`src/rtl/activation_pkg.sv`:
```
// Shared activation types and the ReLU positivity test used by both the
// forward activation and its backward gradient gate.
package activation_pkg;

    localparam int VECTOR_LEN = 4;
    localparam int DATA_WIDTH = 32;

    typedef logic [VECTOR_LEN-1:0][DATA_WIDTH-1:0] vector_t;
    typedef logic [VECTOR_LEN-1:0]                 mask_t;

    // A lane counts as positive only for a strictly positive, non-NaN value.
    // Positive denormals and +inf are positive.
    function automatic logic relu_mask_bit(input logic [31:0] value);
        logic is_nan;
        is_nan = (value[30:23] == 8'hFF) && (value[22:0] != 23'd0);
        return !value[31] && (value[30:0] != 31'd0) && !is_nan;
    endfunction

endpackage

```
`src/rtl/relu_mask_fifo.sv`:
```
// Synchronous FIFO holding per-vector ReLU masks between the forward and
// backward passes. Pushes while full and pops while empty are ignored.
module relu_mask_fifo #(
    parameter int WIDTH = 4,
    parameter int DEPTH = 8
) (
    input  logic                     clk,
    input  logic                     rst,
    input  logic                     flush,
    input  logic                     push,
    input  logic [WIDTH-1:0]         push_data,
    input  logic                     pop,
    output logic [WIDTH-1:0]         pop_data,
    output logic                     full,
    output logic                     empty,
    output logic [$clog2(DEPTH):0]   count
);

    localparam int AW = $clog2(DEPTH);

    logic [WIDTH-1:0] mem [DEPTH];
    logic [AW-1:0]    wr_ptr;
    logic [AW-1:0]    rd_ptr;
    logic             do_push;
    logic             do_pop;

    assign full     = (count == (AW+1)'(DEPTH));
    assign empty    = (count == '0);
    assign do_push  = push && !full;
    assign do_pop   = pop && !empty;
    assign pop_data = mem[rd_ptr];

    // NOTE: state updates use non-blocking assignments so every register
    // samples the pre-edge values, independent of statement order.
    always_ff @(posedge clk) begin
        if (rst || flush) begin
            wr_ptr <= '0;
            rd_ptr <= '0;
            count  <= '0;
        end else begin
            if (do_push) wr_ptr <= wr_ptr + 1'b1;
            if (do_pop)  rd_ptr <= rd_ptr + 1'b1;
            case ({do_push, do_pop})
                2'b10:   count <= count + 1'b1;
                2'b01:   count <= count - 1'b1;
                default: count <= count;
            endcase
        end
    end

    // NOTE: the storage array is deliberately not reset; count gates every
    // read, so stale entries are never observed and the array stays plain RAM.
    always_ff @(posedge clk) begin
        if (do_push) mem[wr_ptr] <= push_data;
    end

endmodule

```
`src/rtl/relu_grad.sv`:
```
// Backward ReLU: records forward positivity masks in FIFO order and gates
// each upstream gradient vector with the oldest stored mask.
module relu_grad #(
    parameter int VECTOR_LEN = activation_pkg::VECTOR_LEN,
    parameter int DATA_WIDTH = activation_pkg::DATA_WIDTH,
    parameter int MASK_DEPTH = 8
) (
    input  logic                                   clk,
    input  logic                                   rst,
    input  logic                                   flush,
    input  logic                                   fwd_valid,
    output logic                                   fwd_ready,
    input  logic [VECTOR_LEN-1:0][DATA_WIDTH-1:0]  fwd_data,
    input  logic                                   grad_in_valid,
    output logic                                   grad_in_ready,
    input  logic [VECTOR_LEN-1:0][DATA_WIDTH-1:0]  grad_in,
    output logic                                   grad_out_valid,
    input  logic                                   grad_out_ready,
    output logic [VECTOR_LEN-1:0][DATA_WIDTH-1:0]  grad_out,
    output logic [$clog2(MASK_DEPTH):0]            mask_count
);

    import activation_pkg::*;

    logic [VECTOR_LEN-1:0]                 fwd_mask;
    logic [VECTOR_LEN-1:0]                 head_mask;
    logic [VECTOR_LEN-1:0][DATA_WIDTH-1:0] gated;
    logic                                  fifo_full;
    logic                                  fifo_empty;
    logic                                  grad_fire;

    // fwd_ready depends only on the registered count, never on the grad side.
    assign fwd_ready     = !fifo_full;
    assign grad_in_ready = !fifo_empty && (!grad_out_valid || grad_out_ready);
    assign grad_fire     = grad_in_valid && grad_in_ready;

    // NOTE: defaults first so no path through the combinational block can
    // leave a bit unassigned and infer a latch.
    always_comb begin
        fwd_mask = '0;
        gated    = '0;
        for (int i = 0; i < VECTOR_LEN; i++) begin
            fwd_mask[i] = relu_mask_bit(fwd_data[i]);
            gated[i]    = head_mask[i] ? grad_in[i] : '0;
        end
    end

    relu_mask_fifo #(
        .WIDTH (VECTOR_LEN),
        .DEPTH (MASK_DEPTH)
    ) u_mask_fifo (
        .clk       (clk),
        .rst       (rst),
        .flush     (flush),
        .push      (fwd_valid),
        .push_data (fwd_mask),
        .pop       (grad_fire),
        .pop_data  (head_mask),
        .full      (fifo_full),
        .empty     (fifo_empty),
        .count     (mask_count)
    );

    // Output register holds while stalled; an accept can refill it in the
    // same cycle the previous vector is handed off.
    always_ff @(posedge clk) begin
        if (rst || flush) begin
            grad_out_valid <= 1'b0;
            grad_out       <= '0;
        end else if (grad_fire) begin
            grad_out_valid <= 1'b1;
            grad_out       <= gated;
        end else if (grad_out_ready) begin
            grad_out_valid <= 1'b0;
        end
    end

endmodule

```
`config.mk`:
```
export PLATFORM = sky130hd
export DESIGN_NAME = relu_grad
export DESIGN_NICKNAME = d
export VERILOG_FILES = /design/src/rtl/activation_pkg.sv /design/src/rtl/relu_mask_fifo.sv /design/src/rtl/relu_grad.sv
export SDC_FILE = /design/constraint.sdc
export NUM_CORES = 1
export LEC_CHECK = 0
export BUFFER_PORTS_ARGS = -buffer_cell sky130_fd_sc_hd__buf_2
export CORE_AREA = 2 2 154 156
export CTS_BUF_LIST = sky130_fd_sc_hd__clkbuf_8
export DETAILED_ROUTE_END_ITERATION = 7
export DIE_AREA = 0 0 156 158
export PLACE_DENSITY = 0.53
export SLEW_MARGIN = 30
export SYNTH_ARGS = -nofsm -noshare
export SYNTH_HDL_FRONTEND = slang
export SYNTH_SLANG_ARGS = --single-unit
```
`constraint.sdc`:
```
create_clock -name clk -period 5.2 [get_ports clk]
set_clock_uncertainty 0.1 [all_clocks]
set_input_delay 1.56 -clock clk [delete_from_list [all_inputs] [get_ports clk]]
set_output_delay 1.56 -clock clk [all_outputs]
set_load 0.05 [all_outputs]
```
Word level (Yosys, flattened, before mapping)
Memory sizes are Yosys's and may differ from the RTL's. A register that Yosys moved wholly into a read port is not among the register bits.
Cells that the tools add are included.
Cells by class
  equality and inequality tests: 7
  add/sub/neg operators: 4
  reduce and logical (&&, ||, !) cells: 40
  multiplexer cells: 11
Operators with widths (number)
  32-bit 2-to-1 mux: 4
  31-bit nonzero test: 4
  23-bit nonzero test: 4
  8-bit == test, second input constant: 4
  1-bit logical AND: 16
  1-bit zero test: 11
  4-bit one-hot mux with 2 select lines: 1
  3-bit by 1-bit adder with 3-bit output, second input constant: 2
  3-bit 2-to-1 mux: 2
  4-bit by 1-bit adder with 4-bit output, second input constant: 1
  4-bit == test, second input constant: 1
  4-bit zero test: 1
  1-bit 2-to-1 mux: 4
  2-bit nonzero test: 2
  4-bit by 1-bit subtractor with 4-bit output, second input constant: 1
  2-bit by 1-bit == test with 1-bit output, second input constant: 1
  2-bit == test, second input constant: 1
  1-bit logical OR: 2
Word-level totals
  logic and storage cells: 71
  RAM bits: 32
  bits of input ports: 262
  bits in registers: 139
  output and inout bits: 135
  memories kept: 1
Memory list
  u_mask_fifo.mem: depth 8, width 4, read ports 1, clocked after Yosys merged registers in 1, write ports 1, line relu_mask_fifo.sv:21  | logic [WIDTH-1:0] mem [DEPTH];

Depth between registers and ports, before layout
Gate-level depths: netlist of the first run.
  depth in word-level cells: 7
  gate-level depth with buffers: 11
  gate-level depth less buffers: 10

By module
Synthesis of the first run repeated with hierarchy kept, for this count alone.
Unflattened totals
  cell total of the unflattened synthesis: 766
  area total of the unflattened synthesis: 6984.2 um^2
Modules (own cells, without submodules)
  relu_grad: area each 5107.4 um^2, cells an instance 643, instances 1, seq. area each 2582.5 um^2
  relu_mask_fifo: area each 1876.8 um^2, cells an instance 123, instances 1, seq. area each 1221.2 um^2

Least setup slack after synthesis of the first run
No wires, ideal clock.
  kind: input to output
  from: in grad_out_ready
  to: out grad_in_ready
  stages on the path: 2
  data arrival time: 2.209 ns
  path slack: 1.331 ns
  path buffers: 0
  path through: nand2b_1 > and2_1
Between the ends
  longest elaborated chain between the ends: 2
RTL lines
  from (decl): line relu_grad.sv:18  | input logic grad_out_ready,
  1-bit logical OR: line relu_grad.sv:34  | assign grad_in_ready = !fifo_empty && (!grad_out_valid || grad_out_ready);
  1-bit logical AND: line relu_grad.sv:34
  to (decl): line relu_grad.sv:15  | output logic grad_in_ready,
No other way between the ends.

Final worst setup path of the first run
Ends and elaborated chain as after synthesis.

==> results.cfg, run 1 <==
[drt]
wl_per_cell_um = 15.76
vias = 5463
routed_via_density = 4.645
routed_wl_um = 18530
drt_iter0_drc = 279
drt_pass1_iterations = 4
drc = 0
ant_nets = 0

[critical_path]
cp-startpoint = grad_out_ready
crit_chain = buf_2, nand2b_1, and2_1, buf_2
crit_fanout = 5
ff2ff_path_depth = 9
ff2ff_setup_slack_ns = 2.44
critical_path_class = input pin to primary output
regToRegStartpoint = u_mask_fifo.count[0]
slowest_stage = nand2b_1
crit_path_end = grad_in_ready
rr_endpoint = u_mask_fifo.count[2]
arrival_ns = 2.26
crit_path_end_kind = primary output
cpPeakStageDelay_ns = 0.22
cp-start-kind = input pin
cpMostUsedCell = buf_2
cp_data_required_time_ns = 3.54

[global_routing]
grt_overflow_total = 0
grt_usage = 0.1395
grt_antenna_before_repair = 0
met2_usage = 0.2689
grt_pass1_wl_um = 26310
grt_pass1_vias = 5076
grt_max_degree = 67
busiest_layer = met2
grt_use_met3 = 0.03641
met1_usage = 0.1450

[sta]
worst_pin_slew_ns = 0.8151
setup_viol = 0
finalMaxSlewViolations = 0
rsz0062_at_grt = no
min_period_ns = 3.925
setup-tns-final_ns = 0
period_share = 0.7547
fmax_mhz = 254.8
hold_viol = 0
relSlewSlack = 0.4516

[yosys]
synth_top_area_share = 0.4475
synth_largest_area_cell = dfxtp_1
syn_area_per_cell_um2 = 13.10
netlist_top_cells_count = dfxtp_1, a22o_1, edfxtp_1
syn_inst = 485
syn_area_mm2 = 0.006352
synth_flop_cell = dfxtp_1
ys_seq_area_frac = 0.5988
yosysWarnings = 0
yosysMostFrequentCell = dfxtp_1
syn_nets = 752
synth.distinct_cells = 37
ys_ff_latch = 174
async_flop_share = 0
synth_area_leaders = dfxtp_1, a22o_1, edfxtp_1
synth_edf_count = 32

[floorplanning]
coreArea_mm2 = 0.02305
dieArea_mm2 = 0.02465
rows = 56
io_pins = 397
initial_core_util = 0.2756
die_x_um = 156
die_height_um = 158

[min_path]
hold_class = flop to flop

[cts]
cts_hold_buf = 0
clk_latency_ns = 0.44
cts-buffers-inserted = 17
clock-root-buffer = clkbuf_8
clk_path_buf_depth = 2
cts_tree = built
cts.reportedPaths.clkPinSlew_ns = 0.08
cts.sink_count = 174
ctsResizeCount = 0
htreeDepth = 4
cts_setup_buffers = 0

[finish]
nets = 1140
layout-drive-gt1-share = 0.5113
area_growth_pct = 38.63
diodes = 0
final_util = 0.3820

[pwr]
internal_power_uw = 1900
clkPwrFrac = 0.367
p_per_area_mw_per_mm2 = 292.2
p_switching_uw = 673.2
combinationalPowerShare = 0.091
vdd_drop_max_v = 0.0001425
p_seq_frac = 0.542
p_sw_frac = 0.2616
p_leak_uw = 0.004133

[run_status]
outcome = finished clean

[placed_design]
post-dp-hpwl_um = 14060
port_buffers = 396
gp_congestion = 0.7958

[flow_run]
drv_cap = 0
-- layout make-up --
class                           instances  area (um2)
Tap cell                              290       362.8
Clock inverter                         14       150.1
Sequential cell                       174        3804
Timing Repair Buffer                  402        2039
Clock buffer                           18       247.7
Inverter                                5       21.27
Fill cell                            2308       14250
Multi-Input combinational cell        273        2181
-- registers in the layout (all words and copies together) (netlist names), named ones only --
register,flops
u_mask_fifo.count,4
grad_out,128
u_mask_fifo.rd_ptr,3
grad_out_valid,1
u_mask_fifo.wr_ptr,3
u_mask_fifo.mem,32
-- metal layers --
metal	vias up	share of wire
li1	2686	-
met1	2500	0.38
met2	257	0.53
met3	20	0.077
met4	0	0.015
met5	-	0
-- power by group through the flow --
| stage | clock (uW) | combinational, uW | sequential [uW] |
|---|---|---|---|
| 2_1_floorplan | 0 | 91.8 | 1460 |
| 3_3_place_gp | 0 | 235 | 1420 |
| 3_5_place_dp | 0 | 237 | 1430 |
| 4_1_cts | 991 | 238 | 1390 |
| 5_1_grt | 1050 | 255 | 1400 |
| 6_report | 945 | 234 | 1390 |
-- worst min-delay path by stage --
stage / from / endpoint / cells after the start
after floorplan: u_mask_fifo.rd_ptr[1] / flop / 2
after global placement: grad_out[28] / grad_out[28] / 1
after detailed placement: grad_out[115] / grad_out[115] / 1
after CTS: grad_out[25] / grad_out[25] / 1
after global routing: grad_out[81] / grad_out[81] / 1
final: grad_out[18] / grad_out[18] / 1
-- layout by cell type, fill, tap and decap left out, drive strengths merged, types with 2 or more instances in the layout --
master and n:
a21oi 5, a22o 128, buf 402, clkbuf 18, clkinv 4, clkinvlp 2, dfxtp 142, edfxtp 32
ha 5, inv 12, mux2i 5, mux4 8, nand2 14, nand2b 3, nand3 5, nand4 15
nor2 21, nor3 8, nor4 29, o21ai 7, o311a 4, xor2 6
-- critical path: cells and delay by family --
family | cells | cell delay, ns
buffers and inverters | 2 | 0.29
AND/OR/NAND/NOR | 2 | 0.41
-- stage by stage --
step                instances  hold WS (ns)  worst slack, ns  cell area [um2]  total power, uW
global route             1176        0.3972            1.226             8806             2702
finish                   1176        0.3786            1.275             8806             2573
floorplan                 485        0.3541            1.331             6352             1552
detailed placement       1144        0.3579            1.274             8408             1662
CTS                      1176        0.3842            1.267             8806             2622
global placement         1144        0.3564            1.275             8408             1659
-- logic make-up (layout without fill, tap and decap cells) --
kind of cell / Yosys count / in the layout / share of synthesized area
xor gates and xnor gates: 7 / 7 / 0.009652
and+or+nand+nor: 103 / 103 / 0.09238
DFF: 174 / 174 / 0.5988
muxes: 13 / 13 / 0.03624
adders and majority gates: 5 / 5 / 0.009848
AOI/OAI and AO/OA: 145 / 145 / 0.1936
buffers and inverters: 38 / 439 / 0.05948
Note: power is estimated with default switching activity, not from simulation.
==> inputs of run 2 (changes only) <==
--- a/config.mk
+++ b/config.mk
@@ -6,11 +6,11 @@
 export NUM_CORES = 1
 export LEC_CHECK = 0
 export BUFFER_PORTS_ARGS = -buffer_cell sky130_fd_sc_hd__buf_2
-export CORE_AREA = 2 2 154 156
+export CORE_AREA = 2 2 156 158
 export CTS_BUF_LIST = sky130_fd_sc_hd__clkbuf_8
 export DETAILED_ROUTE_END_ITERATION = 7
-export DIE_AREA = 0 0 156 158
-export PLACE_DENSITY = 0.53
+export DIE_AREA = 0 0 158 160
+export PLACE_DENSITY = 0.52
 export SLEW_MARGIN = 30
 export SYNTH_ARGS = -nofsm -noshare
 export SYNTH_HDL_FRONTEND = slang
==> constraint.sdc (replaced) <==
create_clock -name clk -period 3.91 [get_ports clk]
set_clock_uncertainty 0.1 [all_clocks]
set_input_delay 1.173 -clock clk [delete_from_list [all_inputs] [get_ports clk]]
set_output_delay 1.173 -clock clk [all_outputs]
set_load 0.05 [all_outputs]
==> results.cfg, run 2 (synthesis results as in run 1) <==
[min_path]
hold_class = flop to flop
worstHoldPathCells = 1

[pwr]
vdd_drop_max_v = 0.0002151
combinationalPowerShare = 0.091
p_seq_frac = 0.535
p_leak_uw = 0.004166
p_switching_uw = 865.0
p_per_area_mw_per_mm2 = 389.3
p_sw_frac = 0.2498
internal_power_uw = 2598
clkPwrFrac = 0.374

[critical_path]
ff2ff_path_depth = 9
crit_path_end_kind = primary output
cp-start-kind = input pin
arrival_ns = 1.90
crit_fanout = 5
cp_data_required_time_ns = 2.64
critical_path_class = input pin to primary output

[sta]
period_share = 0.8125
setup-tns-final_ns = 0
hold_viol = 0
fmax_mhz = 314.8
min_period_ns = 3.177
setup_viol = 0
relSlewSlack = 0.5617
rsz0062_at_grt = no
finalMaxSlewViolations = 0
worst_pin_slew_ns = 0.6524

[drt]
routed_via_density = 4.474
maxUsedRoutingLayer = met4
drt_pass1_iterations = 6
ant_nets = 0
vias = 5422
wl_met1_um = 7128
wl_met2_um = 9483
routed_wl_um = 18270
drc = 0
route.met3.wl_um = 1488
wl_per_cell_um = 15.08
drt_iter0_drc = 360

[flow_run]
drv_cap = 0

[finish]
largest_reg_flops = 128
nets = 1143
seq_area_mm2 = 0.003804
area_growth_pct = 40.06
diodes = 0
regMostFlops = grad_out
layout-drive-gt1-share = 0.5135
fill_cells = 2459
fin_area_mm2 = 0.008897
reg_top3 = grad_out x128, u_mask_fifo.mem x32, u_mask_fifo.count x4
final_cell_mix = buf_2, dfxtp_1, a22o_1
final_common_cell = buf_2
multi_input_area_mm2 = 0.002187
final_cells = 1212

[placed_design]
place_inst = 1181
post-dp-hpwl_um = 13860
placed_area_mm2 = 0.008486
gp_congestion = 0.7576
port_buffers = 396

[cts]
cts_tree = built
cts.sink_count = 174
htreeDepth = 4
clock-root-buffer = clkbuf_8
clk_path_buf_depth = 2
cts_hold_buf = 0
ctsResizeCount = 0
clk_latency_ns = 0.43
cts.reportedPaths.clkPinSlew_ns = 0.08
cts-buffers-inserted = 17
cts_setup_buffers = 0

[global_routing]
grt_pass1_vias = 5226
grt_usage = 0.1371
grt_overflow_total = 0
grt_pass1_wl_um = 26930
grt_max_degree = 43
grt_antenna_before_repair = 0

[floorplanning]
die_height_um = 160
initial_core_util = 0.2667
rows = 57
die_x_um = 158
coreArea_mm2 = 0.02382
dieArea_mm2 = 0.02528
io_pins = 397

[run_status]
outcome = finished clean
-- run 2: changes by cell type in the layout (fill, tap and decap cells not counted), sizes merged --
cell / previous run / this run
bufinv: 1 / 3
clkbuf: 18 / 17
clkinv: 4 / 3
clkinvlp: 2 / 1
buf: 402 / 405
-- run 2: final timing paths --
path | to | start | slack, ns
setup reg to reg | u_mask_fifo.count[2] | u_mask_fifo.count[0] | 1.13
hold reg to reg | grad_out[86] | grad_out[86] | 0.38
setup / recovery | grad_in_ready | grad_out_ready | 0.73
hold / removal | grad_out[86] | grad_out[86] | 0.38
-- run 2: critical path: stages --
cell      delay (ns)
buf_2           0.10
nand2b_1        0.23
and2_1          0.20
buf_2           0.20
-- run 2: power by group through the flow --
stage / combinational, uW / clock, uW / sequential (uW)
detailed placement: 318 / 0 / 1900
finish: 315 / 1290 / 1850
global route: 344 / 1420 / 1860
CTS: 319 / 1350 / 1850
global placement: 317 / 0 / 1890
floorplan: 122 / 0 / 1940
-- run 2: final cells by class --
class | count | share of cell area
repair buffers | 405 | 0.2332
clock buffers | 17 | 0.02630
multi-input cells | 273 | 0.2458
well taps | 324 | 0.04556
clock inverters | 14 | 0.01927
inverters | 5 | 0.002391
flip-flops and latches | 174 | 0.4275
-- run 2: stage by stage --
step | total power (uW) | hold WS (ns) | util | worst slack (ns)
final | 3463 | 0.3764 | 0.3735 | 0.7331
after floorplan | 2064 | 0.3541 | - | 0.6764
after CTS | 3523 | 0.3843 | 0.3733 | 0.7395
after global placement | 2212 | 0.3557 | 0.3562 | 0.7584
after detailed placement | 2213 | 0.3577 | 0.3562 | 0.7407
after global routing | 3623 | 0.3926 | 0.3735 | 0.6839
-- run 2: metal layers --
layer  global-route usage  vias up
met3              0.03474        8
met5                    0        -
met4              0.04218        0
met2               0.2625      252
met1               0.1446     2479
li1                     -     2683
